===== src/rtl/sync_fifo_param.sv =====
// Parametrised single-clock FIFO with first-word-fall-through output.
// Ports:
//   clk, reset_n         : clock, asynchronous active-low reset
//   push, pop            : write / read requests (pop consumes data_out)
//   flush                : synchronous clear of pointers (storage untouched)
//   err_clr              : synchronous clear of sticky overflow/underflow
//   data_in, data_out    : write data / head entry (zero-latency view)
//   fifo_full/empty      : occupancy == FIFO_DEPTH / == 0
//   almost_full/empty    : occupancy >= AF_LEVEL / <= AE_LEVEL
//   fill_count           : occupancy 0..FIFO_DEPTH
//   overflow, underflow  : sticky error flags
module sync_fifo_param #(
  parameter int unsigned FIFO_DEPTH = 8,
  parameter int unsigned FIFO_WIDTH = 32,
  parameter int unsigned AF_LEVEL   = 6,
  parameter int unsigned AE_LEVEL   = 2
) (
  input  logic                          clk,
  input  logic                          reset_n,
  input  logic                          push,
  input  logic                          pop,
  input  logic                          flush,
  input  logic                          err_clr,
  input  logic [FIFO_WIDTH-1:0]         data_in,
  output logic [FIFO_WIDTH-1:0]         data_out,
  output logic                          fifo_full,
  output logic                          fifo_empty,
  output logic                          almost_full,
  output logic                          almost_empty,
  output logic [$clog2(FIFO_DEPTH):0]   fill_count,
  output logic                          overflow,
  output logic                          underflow
);

  localparam int unsigned ADDR_W = $clog2(FIFO_DEPTH);
  localparam int unsigned PTR_W  = ADDR_W + 1;

  logic [PTR_W-1:0]      wr_ptr;
  logic [PTR_W-1:0]      rd_ptr;
  logic [FIFO_WIDTH-1:0] mem [FIFO_DEPTH];

  logic wr_en;
  logic rd_en;
  logic ovf_set;
  logic udf_set;

  // Occupancy and flags derived from the registered pointers.
  always_comb begin
    fifo_empty   = (wr_ptr == rd_ptr);
    fifo_full    = (wr_ptr[ADDR_W] != rd_ptr[ADDR_W]) &&
                   (wr_ptr[ADDR_W-1:0] == rd_ptr[ADDR_W-1:0]);
    fill_count   = wr_ptr - rd_ptr;
    almost_full  = (fill_count >= PTR_W'(AF_LEVEL));
    almost_empty = (fill_count <= PTR_W'(AE_LEVEL));
    data_out     = mem[rd_ptr[ADDR_W-1:0]];
  end

  // Acceptance; a pop frees a slot so a push is taken even when full.
  // Flush masks both requests and any error they would raise.
  always_comb begin
    wr_en   = push & (~fifo_full | pop) & ~flush;
    rd_en   = pop & ~fifo_empty & ~flush;
    ovf_set = push & fifo_full & ~pop & ~flush;
    udf_set = pop & fifo_empty & ~flush;
  end

  // Pointer registers.
  always_ff @(posedge clk or negedge reset_n) begin
    if (!reset_n) begin
      wr_ptr <= '0;
      rd_ptr <= '0;
    end else if (flush) begin
      wr_ptr <= '0;
      rd_ptr <= '0;
    end else begin
      if (wr_en) wr_ptr <= wr_ptr + PTR_W'(1);
      if (rd_en) rd_ptr <= rd_ptr + PTR_W'(1);
    end
  end

  // Storage; cleared on reset so data_out reads 0 afterwards.
  always_ff @(posedge clk or negedge reset_n) begin
    if (!reset_n) begin
      for (int i = 0; i < int'(FIFO_DEPTH); i++) mem[i] <= '0;
    end else if (wr_en) begin
      mem[wr_ptr[ADDR_W-1:0]] <= data_in;
    end
  end

  // Sticky errors; a new error in the same cycle as err_clr wins.
  always_ff @(posedge clk or negedge reset_n) begin
    if (!reset_n) begin
      overflow  <= 1'b0;
      underflow <= 1'b0;
    end else begin
      overflow  <= ovf_set | (overflow & ~err_clr);
      underflow <= udf_set | (underflow & ~err_clr);
    end
  end

endmodule


===== config.mk =====
export PLATFORM = sky130hd
export DESIGN_NAME = sync_fifo_param
export DESIGN_NICKNAME = d
export VERILOG_FILES = /design/src/rtl/sync_fifo_param.sv
export SDC_FILE = /design/constraint.sdc
export NUM_CORES = 1
export LEC_CHECK = 0
export BUFFER_PORTS_ARGS = -buffer_cell sky130_fd_sc_hd__buf_2
export CAP_MARGIN = 20
export CELL_PAD_IN_SITES_DETAIL_PLACEMENT = 0
export CELL_PAD_IN_SITES_GLOBAL_PLACEMENT = 1
export CORE_ASPECT_RATIO = 0.8
export CORE_MARGIN = 5
export CORE_UTILIZATION = 56
export DETAILED_ROUTE_END_ITERATION = 6
export PLACE_DENSITY = 0.87
export SLEW_MARGIN = 20
export SYNTH_ARGS = -nofsm -noshare
export SYNTH_HDL_FRONTEND = slang
export SYNTH_SLANG_ARGS = --single-unit

===== constraint.sdc =====
create_clock -name clk -period 5.2 [get_ports clk]
set_input_delay 0 -clock clk [delete_from_list [all_inputs] [get_ports clk]]
set_output_delay 0 -clock clk [all_outputs]
set_load 0.1 [all_outputs]

---- Yosys cells after proc, flatten, opt, wreduce, memory -nomap -nowiden ----
Cells that the tools add are included.
storage, ports and cells
  flip-flop bits (word level) ............. 266
  output and inout bits ................... 42
  logic and storage cells ................. 58
  input port bits ......................... 38
operators by class
  $lt $le $gt $ge ......................... 5
  equality and inequality tests ........... 3
  mux-type cells .......................... 10
  bitwise logic cells ..................... 21
  reductions and logical operators ........ 4
  add/sub/neg operators ................... 3
operator list
  kind                                                                                  count
  256-bit bitwise mux                                                                   1
  32-bit binary-select mux with 3-bit select                                            1
  32-bit demux with 3-bit select                                                        1
  32-bit two-way mux                                                                    3
  4-bit two-way mux                                                                     4
  1-bit bitwise AND                                                                     11
  4-bit by 1-bit adder with 4-bit output (second input constant)                        2
  4-bit greater-or-equal comparator (second input constant)                             2
  3-bit inverter with 4-bit output                                                      2
  1-bit inverter                                                                        5
  4-bit equality test                                                                   1
  4-bit by 3-bit greater-or-equal comparator with 1-bit output (second input constant)  1
  4-bit by 2-bit less-or-equal comparator with 1-bit output (second input constant)     1
  4-bit by 1-bit less-than comparator with 1-bit output (second input constant)         1
  2-bit nonzero test                                                                    2
  4-bit subtractor                                                                      1
  3-bit equality test                                                                   1
  1-bit bitwise OR                                                                      3
  1-bit logical AND                                                                     2
  1-bit != test                                                                         1

---- Longest topological paths before layout ----
  word-level depth ........................ 8
  depth in mapped cells ................... 10
  depth with buffers taken out ............ 6

---- Worst setup path before layout ----
Ideal clock, no wire load.
  path type ............................... reg-to-output
  from .................................... register rd_ptr[1]
  to ...................................... output port almost_empty
  data required time ...................... 5.200 ns
  path buffers ............................ 2
  arrival time ............................ 4.824 ns
  path slack .............................. 0.376 ns
  stages on the path, launching flop included .. 9
  path through ............................ dfrtp_1 buf_1 clkbuf_1 inv_1 ha_1 nand2_1 o21ai_0 xnor2_1 a211oi_1
between the ends
  word-level cells in the longest chain between the ends .. 2
ends and longest elaborated chain
  element                                                    line  RTL
  start, declared                                            39    logic [PTR_W-1:0] rd_ptr;
  start signal, assigned                                     77    if (rd_en) rd_ptr <= rd_ptr + PTR_W'(1);
  4-bit subtractor                                           52    fill_count = wr_ptr - rd_ptr;
  via fill_count[3]                                          30    output logic [$clog2(FIFO_DEPTH):0] fill_count,
  4-bit by 2-bit less-or-equal comparator with 1-bit output  54    almost_empty = (fill_count <= PTR_W'(AE_LEVEL));
  end, declared                                              29    output logic almost_empty,
The timed path passes the listed nets, and every way through them passes these cells.

---- Worst setup path after layout ----
  from .................................... register rd_ptr[0]
  to ...................................... output port data_out[27]
between the ends
  word-level cells in the longest chain between the ends .. 4
ends and longest elaborated chain
  element                                                 line  RTL
  3-bit inverter with 4-bit output (not written as such)  55    data_out = mem[rd_ptr[ADDR_W-1:0]];
  32-bit binary-select mux with 3-bit select              55
  32-bit two-way mux (not written as such) (2 in series)  55
  end, declared                                           25    output logic [FIFO_WIDTH-1:0] data_out,
No other way between the ends. The select of a mux whose other input is x is not followed.

==> flow_metrics.py <==
metrics = {
    "run_status": {
        "status": "finished clean",
    },
    "clock_network": {
        "cts_buffers": 28,
        "worstSkewPairLatency_ns": 0.54,
        "cts_resized": 0,
        "clk_pin_slew_ns": 0.06,
        "h-tree-depth": 1,
        "cts_root_buffer": "clkbuf_16",
        "clockBufferDepth": 3,
        "cts_tree": "yes",
        "numClockSinks": 266,
    },
    "route": {
        "drc": 0,
        "routedWlPerCell_microns": 21.0,
        "drt_iter0_drc": 489,
        "vias": 7046,
        "drt-total-wl_mm": 26.2,
        "ant_nets": 0,
        "vias_per_cell": 5.65,
        "firstDrtPassIters": 5,
    },
    "global_route": {
        "gr-usage-met2": 0.313,
        "grt_util_all_layers": 0.206,
        "grt_max_degree": 78,
        "grt_pass1_wl_mm": 43.4,
        "grt_antenna_before_repair": 0,
        "grt-ovfl-total": 0,
        "grt_pass1_vias": 7688,
        "grtUsageMet3": 0.0328,
        "gr-usage-met1": 0.325,
        "grt.busiest_layer": "met1",
    },
    "cells_and_area": {
        "syn_to_final_growth_pct": 15.4,
        "antenna_cells": 0,
        "multiInputGateArea_sq_um": 5760,
        "instances_no_fill": 1248,
        "nNetsFinal": 964,
        "fin_area_sq_um": 14800,
        "register_area_sq_um": 6660,
        "nFillCells": 1598,
        "finish.utilization": 0.656,
        "drive_gt1_frac": 0.503,
    },
    "timing": {
        "min_period_over_period": 0.623,
        "timing.fmax_ghz": 0.309,
        "rsz0062_at_grt": "no",
        "setup_viol": 0,
        "skew_ns": 0.0140,
        "finalMaxSlewViolations": 0,
        "hold_slack_ns": 0.0345,
        "hold_viol": 0,
        "setup_tns_ns": 0,
        "slew-limit-headroom": 0.300,
        "tightest_slew_ns": 1.05,
        "period_needed_ns": 3.24,
    },
    "die": {
        "pin_count": 80,
        "dieArea_sq_um": 26000,
        "initial_core_util": 0.569,
        "die_h_microns": 145,
        "rows": 49,
        "die_x_microns": 179,
        "core-area_sq_um": 22500,
    },
    "worst_setup_path": {
        "critPathLaunchType": "flop",
        "crit_chain": "buf_4 -> mux4_2 -> nand2_1 -> nand2_1 -> buf_2",
        "cp.required_ns": 5.20,
        "worstPathMaxFanout": 47,
        "crit_path_top_delay_cell": "buf_4",
        "crit_path_max_incr_delay_ns": 0.85,
        "path_common_cell": "nand2_1",
        "crit_type": "flop to output pin",
        "end_kind": "output pin",
        "cp.arrival_ns": 3.24,
    },
    "logic_synthesis": {
        "synth-xor-area-share": 0.00606,
        "syn_area_sq_um": 12800,
        "post_synth_num_cell_types": 41,
        "syn_nets": 846,
        "synthAdderAreaFrac": 0.00645,
        "synth-simple-area-share": 0.0462,
        "seq_area_frac_synth": 0.520,
        "synth-seq-cells": 266,
        "synthMuxAreaShare": 0.383,
        "yosys-top-cells-area": "dfrtp_1 52%, mux2_4 18%, mux4_2 11%, mux2_2 9.3%, nand2_1 3.0%",
        "synth_cells": 802,
        "synth-compound-area-share": 0.00753,
        "synth_top_cell_by_area": "dfrtp_1",
        "synth_top_family_by_area": "multiplexers",
        "synth-warning-count": 0,
        "syn_avg_cell_area_sq_um": 16.0,
        "yosysTopAreaCellShare": 0.520,
    },
    "power": {
        "power_density_nw_per_um2": 460,
        "pwr-share-seq": 0.382,
        "power_switching_share": 0.362,
        "p_int_uw": 4330,
        "switchingPower_uw": 2460,
        "ir_drop_mv": 0.621,
        "power.leakage_uw": 0.00687,
        "p_comb_frac": 0.322,
        "clkPwrFrac": 0.296,
    },
    "place": {
        "place_area_sq_um": 13400,
        "place.gp.congestion": 0.747,
        "port_buffers": 79,
        "dp_cells": 1155,
        "dp_hpwl_mm": 15.4,
    },
    "worst_hold_path": {
        "min_path_type": "input pin to async pin",
    },
    "run": {
        "maxCapViolations": 0,
    },
}
[cell usage after synthesis (all sizes together)]
| cell type | number |
|---|---|
| a211oi | 1 |
| a21o | 1 |
| a21oi | 2 |
| and4 | 2 |
| buf | 35 |
| clkbuf | 13 |
| clkinv | 1 |
| dfrtp | 266 |
| fa | 1 |
| ha | 5 |
| inv | 8 |
| mux2 | 257 |
| mux2i | 1 |
| mux4 | 64 |
| nand2 | 102 |
| nand2b | 1 |
| nand3 | 3 |
| nand3b | 1 |
| nand4 | 1 |
| nor2 | 9 |
| nor2b | 2 |
| nor3 | 4 |
| nor4 | 2 |
| o211ai | 1 |
| o21ai | 5 |
| o311ai | 1 |
| o31ai | 1 |
| o32ai | 1 |
| or3 | 2 |
| or4 | 1 |
| xnor2 | 4 |
| xor2 | 4 |
[worst max-delay path, delay by kind of cell, from the launching register on]
family	cells	cell delay, ns
AND/OR/NAND/NOR	2	0.18
flip-flops	1	0.71
multiplexers	1	0.64
buffers and inverters	2	1.15
[power by group through the flow]
stage | clock, uW | sequential, uW | combinational (uW)
after floorplan | 0 | 2550 | 1850
after global placement | 0 | 2620 | 2140
after detailed placement | 0 | 2620 | 2180
after CTS | 2030 | 2600 | 2200
after global routing | 2120 | 2640 | 2310
final | 2010 | 2600 | 2180
[routing by layer]
| metal | wire [microns] | vias to the layer above |
|---|---|---|
| met4 | 325 | 0 |
| met3 | 1450 | 24 |
| met1 | 12500 | 3699 |
| li1 | - | 3151 |
| met5 | 0 | - |
| met2 | 11900 | 172 |
[state kept, by name (all words and copies together) (netlist names)]
signal	count
rd_ptr	4
mem	256
underflow	1
overflow	1
wr_ptr	4
[logic make-up (layout without fill, tap and decap cells)]
logic type | Yosys count | in the layout
fa+ha+maj | 6 | 6
buf+inv | 57 | 197
simple gates | 130 | 130
xor+xnor | 8 | 8
compound gates | 13 | 13
mux | 322 | 322
flops | 266 | 266
[repair_timing]
action,in CTS,in global routing
hold endpoints to repair,340,0
hold buffers,40,0
setup buffers,0,0
setup endpoints to repair,0,0
[cells in the final DEF (no fill, tap or decap), drive strengths merged, types with 2 or more instances in the layout]
cell         instances
dfrtp              266
nand3                3
nand2              102
clkbuf              43
and4                 2
a21oi                2
dlygate4sd3         40
xnor2                4
mux2               257
buf                 96
mux4                64
inv                  9
nor4                 2
nor3                 4
or3                  2
nor2                 9
ha                   5
o21ai                5
clkinv               7
xor2                 4
nor2b                2
[path summary, 6_finish.rpt]
kind / end / start / slack [ns] / cells past startpoint
setup reg to reg: mem[63]$_DFFE_PN0P_ / rd_ptr[0]$_DFFE_PN0P_ / 2.01 / 6
hold / removal: mem[201]$_DFFE_PN0P_ / reset_n / 0.03 / 2
setup / recovery: data_out[27] / rd_ptr[0]$_DFFE_PN0P_ / 1.96 / 5
min in group clk: underflow$_DFF_PN0_ / err_clr / 0.21 / 3
max in group asynchronous: mem[181]$_DFFE_PN0P_ / reset_n / 3.84 / 3
hold reg to reg: mem[180]$_DFFE_PN0P_ / mem[180]$_DFFE_PN0P_ / 0.50 / 1
[area by class of cell]
| class | instances | area share |
|---|---|---|
| well taps | 306 | 0.0259 |
| flip-flops and latches | 266 | 0.451 |
| clock inverters | 9 | 0.00534 |
| repair buffers | 136 | 0.0671 |
| clock buffers | 43 | 0.0581 |
| inverters | 9 | 0.00229 |
| multi-input cells | 479 | 0.390 |
[stage by stage]
step	power (uW)	setup slack [ns]
finish	6790	1.96
global placement	4760	1.96
CTS	6830	1.87
detailed placement	4800	1.89
floorplan	4400	0.376
global route	7070	1.68
Note: power is estimated with default switching activity, not from simulation.
